<file path="config.mk">
export PLATFORM = sky130hd
export DESIGN_NAME = uart_rxfifo
export DESIGN_NICKNAME = d
export VERILOG_FILES = /design/src/rtl/uart_pkg.sv /design/src/rtl/uart_fifo_mem.sv /design/src/rtl/uart_rxfifo.sv
export SDC_FILE = /design/constraint.sdc
export NUM_CORES = 1
export LEC_CHECK = 0
export CAP_MARGIN = 20
export CORE_UTILIZATION = 49
export CTS_CLUSTER_SIZE = 10
export DETAILED_ROUTE_END_ITERATION = 8
export GPL_TIMING_DRIVEN = 0
export PLACE_DENSITY_LB_ADDON = 0.1
export RECOVER_POWER = 100
export SLEW_MARGIN = 20
export SYNTH_ARGS = -nofsm -noshare
export SYNTH_HDL_FRONTEND = slang
export SYNTH_SLANG_ARGS = --single-unit
</file>
<file path="constraint.sdc">
create_clock -name clk -period 7.6 [get_ports clk]
set_input_delay 1.9 -clock clk [delete_from_list [all_inputs] [get_ports clk]]
set_output_delay 1.9 -clock clk [all_outputs]
set_load 0.02 [all_outputs]
</file>
<file path="src/rtl/uart_pkg.sv">
// Shared UART constants: byte width and default receive FIFO depth.
package uart_pkg;
    localparam int UART_BYTE_W          = 8;
    localparam int UART_FIFO_DEPTH_LOG2 = 4;
endpackage

</file>
<file path="src/rtl/uart_fifo_mem.sv">
// FIFO storage array: one synchronous write port, one asynchronous read port.
// Write lands at the clock edge; the read port reflects it immediately after that edge.
module uart_fifo_mem #(
    parameter int AW = 4,
    parameter int DW = 8
) (
    input  logic          clk,
    input  logic          we,
    input  logic [AW-1:0] waddr,
    input  logic [DW-1:0] wdata,
    input  logic [AW-1:0] raddr,
    output logic [DW-1:0] rdata
);
    logic [DW-1:0] mem_q [1<<AW];
    logic [DW-1:0] mem_d [1<<AW];

    always_comb begin
        mem_d = mem_q;
        if (we) begin
            mem_d[waddr] = wdata;
        end
    end

    // Contents are deliberately not reset; the pointers decide what is valid.
    always_ff @(posedge clk) begin
        mem_q <= mem_d;
    end

    assign rdata = mem_q[raddr];
endmodule

</file>
<file path="src/rtl/uart_rxfifo.sv">
// UART receive FIFO, first-word-fall-through, with threshold irq and sticky overflow.
// 0-cycle fall-through; s_tready stays high outside reset, so bytes arriving while full are dropped.
module uart_rxfifo
    import uart_pkg::*;
#(
    parameter int DEPTH_LOG2 = UART_FIFO_DEPTH_LOG2
) (
    input  logic                   clk,
    input  logic                   rst,
    input  logic [UART_BYTE_W-1:0] s_tdata,
    input  logic                   s_tvalid,
    output logic                   s_tready,
    input  logic                   rd_en,
    output logic [UART_BYTE_W-1:0] rd_data,
    output logic                   empty,
    output logic                   full,
    output logic [DEPTH_LOG2:0]    count,
    input  logic [DEPTH_LOG2-1:0]  threshold,
    output logic                   irq,
    output logic                   overflow,
    input  logic                   ovf_clr
);
    localparam int                  DEPTH     = 1 << DEPTH_LOG2;
    localparam logic [DEPTH_LOG2:0] DEPTH_CNT = DEPTH[DEPTH_LOG2:0];

    logic [DEPTH_LOG2-1:0]  wr_ptr_q, wr_ptr_d;
    logic [DEPTH_LOG2-1:0]  rd_ptr_q, rd_ptr_d;
    logic [DEPTH_LOG2:0]    count_q, count_d;
    logic                   overflow_q, overflow_d;
    logic                   push_req, push, pop, drop;
    logic [UART_BYTE_W-1:0] mem_rdata;

    assign s_tready = ~rst;
    assign empty    = (count_q == '0);
    assign full     = (count_q == DEPTH_CNT);
    assign count    = count_q;
    assign overflow = overflow_q;
    assign irq      = (threshold != '0) && (count_q >= {1'b0, threshold});
    assign rd_data  = empty ? '0 : mem_rdata;

    // A same-cycle pop frees the slot, so a push into a full FIFO is only dropped without one.
    assign push_req = s_tvalid & s_tready;
    assign pop      = rd_en & ~empty;
    assign push     = push_req & (~full | pop);
    assign drop     = push_req & full & ~pop;

    always_comb begin
        wr_ptr_d   = wr_ptr_q;
        rd_ptr_d   = rd_ptr_q;
        count_d    = count_q;
        overflow_d = overflow_q;
        if (push) begin
            wr_ptr_d = wr_ptr_q + DEPTH_LOG2'(1);
        end
        if (pop) begin
            rd_ptr_d = rd_ptr_q + DEPTH_LOG2'(1);
        end
        if (push && !pop) begin
            count_d = count_q + (DEPTH_LOG2+1)'(1);
        end else if (pop && !push) begin
            count_d = count_q - (DEPTH_LOG2+1)'(1);
        end
        if (drop) begin
            overflow_d = 1'b1;
        end else if (ovf_clr) begin
            overflow_d = 1'b0;
        end
    end

    always_ff @(posedge clk) begin
        if (rst) begin
            wr_ptr_q   <= '0;
            rd_ptr_q   <= '0;
            count_q    <= '0;
            overflow_q <= 1'b0;
        end else begin
            wr_ptr_q   <= wr_ptr_d;
            rd_ptr_q   <= rd_ptr_d;
            count_q    <= count_d;
            overflow_q <= overflow_d;
        end
    end

    uart_fifo_mem #(
        .AW (DEPTH_LOG2),
        .DW (UART_BYTE_W)
    ) u_mem (
        .clk   (clk),
        .we    (push),
        .waddr (wr_ptr_q),
        .wdata (s_tdata),
        .raddr (rd_ptr_q),
        .rdata (mem_rdata)
    );
endmodule

</file>
==> metrics.cfg <==
[run_status]
status = complete, but fails checks
violations = design-rule violations

[synth]
syn_nets = 361
yosysWarnings = 0
synthAdderAreaFrac_pct = 3.29
ys_seq_area_share_pct = 69.5
yosysUniqueCellTypes = 39
syn_area_sq_mm = 0.00593
syn_avg_cell_area_sq_um = 18.0
synth_compound_area_share_pct = 4.18
ys_ff_latch = 142
synthSimpleGateAreaFrac_pct = 5.55
muxShareOfSynthArea_pct = 14.2
synthXorXnorAreaFrac_pct = 0.886
synth_top_family_by_area = multiplexers
syn_inst = 329

[clock_network]
clk_pin_slew_worst_paths_ns = 0.06
cts-hold-fix-buffers = 0
tritoncts = yes
postCtsSetupBuffers = 0
numCtsBuffers = 17
cts_buffer_depth = 2
clock_latency_ns = 0.42
h-tree-depth = 4
ctsResizeCount = 0
cts_root_buf = clkbuf_16
clock_sinks = 142

[route]
wl_mm = 12.1
ant_nets = 0
first_pass_iters = 7
wl_per_cell_um = 22.6
drt_iter0_drc = 246
avgViaCountPerCell = 5.76
drc_errors = 2
via_count = 3099

[layout]
drive_above_1_share_pct = 17.7
nets = 414
antennaDiodeCount = 0
area_growth_pct = 17.2
design_area_sq_mm = 0.00695
fillCellCount = 887
ff_latch_area_sq_mm = 0.00412
multi_input_area_sq_mm = 0.00166

[worst_setup_path]
required_ns = 5.70
worstSetupEndpointType = output pin
cp_max_fo = 2
timing.reg2reg.setup_slack_ns = 4.29
r2r_end = count[4]$_SDFFE_PP0P_
r2r-start = count[1]$_SDFFE_PP0P_
crit_type = input port to output pin
rr_worst_depth = 11
cp.arrival_ns = 4.06
start_kind = input port

[placed_design]
postPlaceCellArea_sq_mm = 0.00646
dp_hpwl_mm = 8.10
io_buffer_count = 34
gp_congestion = 0.764

[min_path]
hold_start = wr_ptr_q[3]$_SDFFE_PP0P_
hp-class = register to register
hold_end = wr_ptr_q[3]$_SDFFE_PP0P_
hold_depth = 1

[sta]
setup_violations = 0
rsz0062_at_grt = false
period_minus_slack_ns = 5.96
fin_tns_setup_ns = 0
skew_ns = 0.00877
drv_slew = 0
layout_worst_path_cycle_share_pct = 78.4
finalHoldViolations = 0
fmax_mhz = 168
worst_slew_pin_slew_ns = 1.41
slew_headroom_pct = 5.48

[pwr]
cellLeakagePower_nw = 2.35
p_per_area_mw_per_mm2 = 331
ir_worst_vdd_uv = 205

[die]
die_h_um = 112
ios = 35
rows = 39
initial_core_util_pct = 51.1
coreArea_sq_mm = 0.0116
dieWidth_um = 112
die_area_sq_mm = 0.0125

[grt]
grt_usage_pct = 21.5
grt_max_degree = 17
overflow = 0
antenna_found_initial = 0
grt_first_pass_wirelength_mm = 18.8
grt_pass1_vias = 3205

[run]
cap_violations = 0

worst max-delay path: stages:
cell	delay (ns)
clkdlybuf4s50_1	0.48
ha_1	0.22
nand2b_1	0.14
a21o_1	0.18
a2111oi_0	0.39
nor3_1	0.09
dlygate4sd3_1	0.66
how the worst max path moves through the flow:
stage / start / end / slack, ns / cells past startpoint
global route: threshold[0] / irq / 1.46 / 7
CTS: threshold[0] / irq / 1.71 / 7
floorplan: threshold[0] / irq / 2.71 / 5
global placement: threshold[0] / irq / 1.75 / 7
detailed placement: threshold[0] / irq / 1.72 / 7
finish: threshold[0] / irq / 1.64 / 7
synth_stat cells (all sizes together):
library cell    n  share of area (%)
o31ai           2               0.34
nor2b          11                1.2
inv            10               0.63
a2111oi         1               0.15
clkbuf          4               0.25
nor2           16                1.0
o21a            2               0.25
buf            15                1.5
nand2           5               0.44
o211ai          1               0.13
xnor2           2               0.30
xor2            4               0.59
a211oi         17                2.2
o21ai           1               0.15
fa              1               0.34
nand4           1               0.11
nor4            1               0.11
mux2i          11                1.9
nand2b          1               0.11
ha             14                3.0
a31oi           1               0.11
mux2            1               0.19
nand3           3               0.25
nor3            5               0.42
o311a           1               0.36
and3           15                1.6
nand3b          1               0.13
a21oi           5               0.42
a21o            1               0.13
edfxtp        128                 65
or4             1               0.13
and2            1               0.11
dfxtp          14                4.7
mux4           32                 12
final cells by class:
| class | count | area share (%) |
|---|---|---|
| clock buffer | 18 | 6.17 |
| inverter | 10 | 0.540 |
| tap | 143 | 2.57 |
| timing repair buffer | 34 | 4.89 |
| multi-input combinational | 158 | 23.8 |
| clock inverter | 14 | 1.48 |
| sequential | 142 | 59.3 |
| buffer | 19 | 1.24 |
state kept, by name, summed over array words and instances, names as in the netlist:
signal,cells
wr_ptr_q,4
count,5
rd_ptr_q,4
u_mem.mem_q,128
overflow,1
layout by cell type, fill, tap and decap left out, types with 8 or more instances in the layout:
cell               n
a211oi_1          17
and3_1            15
clkbuf_1          10
clkbuf_16         17
clkdlybuf4s50_1    8
dfxtp_1           14
dlygate4sd3_1     26
edfxtp_1         128
ha_1              14
inv_1             10
mux2i_1           11
mux4_2            32
nor2_1            16
nor2b_1           11
metal layers:
metal  vias up  track usage [%]  wire length (um)
met4         0             8.09               154
met2       116             32.4              5800
li1       1425                -                 -
met3        11             6.05               915
met5         -                0                 0
met1      1547             30.3              5280
stage by stage:
stage / power, mW / setup slack (ns) / hold slack [ns] / instances / utilization (%)
2_1_floorplan: 1.36 / 2.71 / 0.477 / 329 / -
3_3_place_gp: 1.60 / 1.75 / 0.529 / 506 / 55.5
3_5_place_dp: 1.61 / 1.72 / 0.548 / 506 / 55.6
4_1_cts: 2.35 / 1.71 / 0.562 / 538 / 60.2
5_1_grt: 2.42 / 1.46 / 0.562 / 538 / 59.9
6_report: 2.30 / 1.64 / 0.557 / 538 / 59.9
cell families after synthesis:
kind of cell             Yosys count
buffers and inverters             29
multiplexers                      44
XOR/XNOR                           6
AO/OA/AOI/OAI                     32
adder cells (fa/ha/maj)           15
flip-flops                       142
AND/OR/NAND/NOR                   61
report_power, final:
| group | switching (mW) | internal, mW | leakage, nW |
|---|---|---|---|
| registers | 0.0222 | 0.877 | 1.27 |
| logic | 0.369 | 0.291 | 0.837 |
| clock network | 0.302 | 0.441 | 0.249 |
Power figures use the tool's default switching activity.
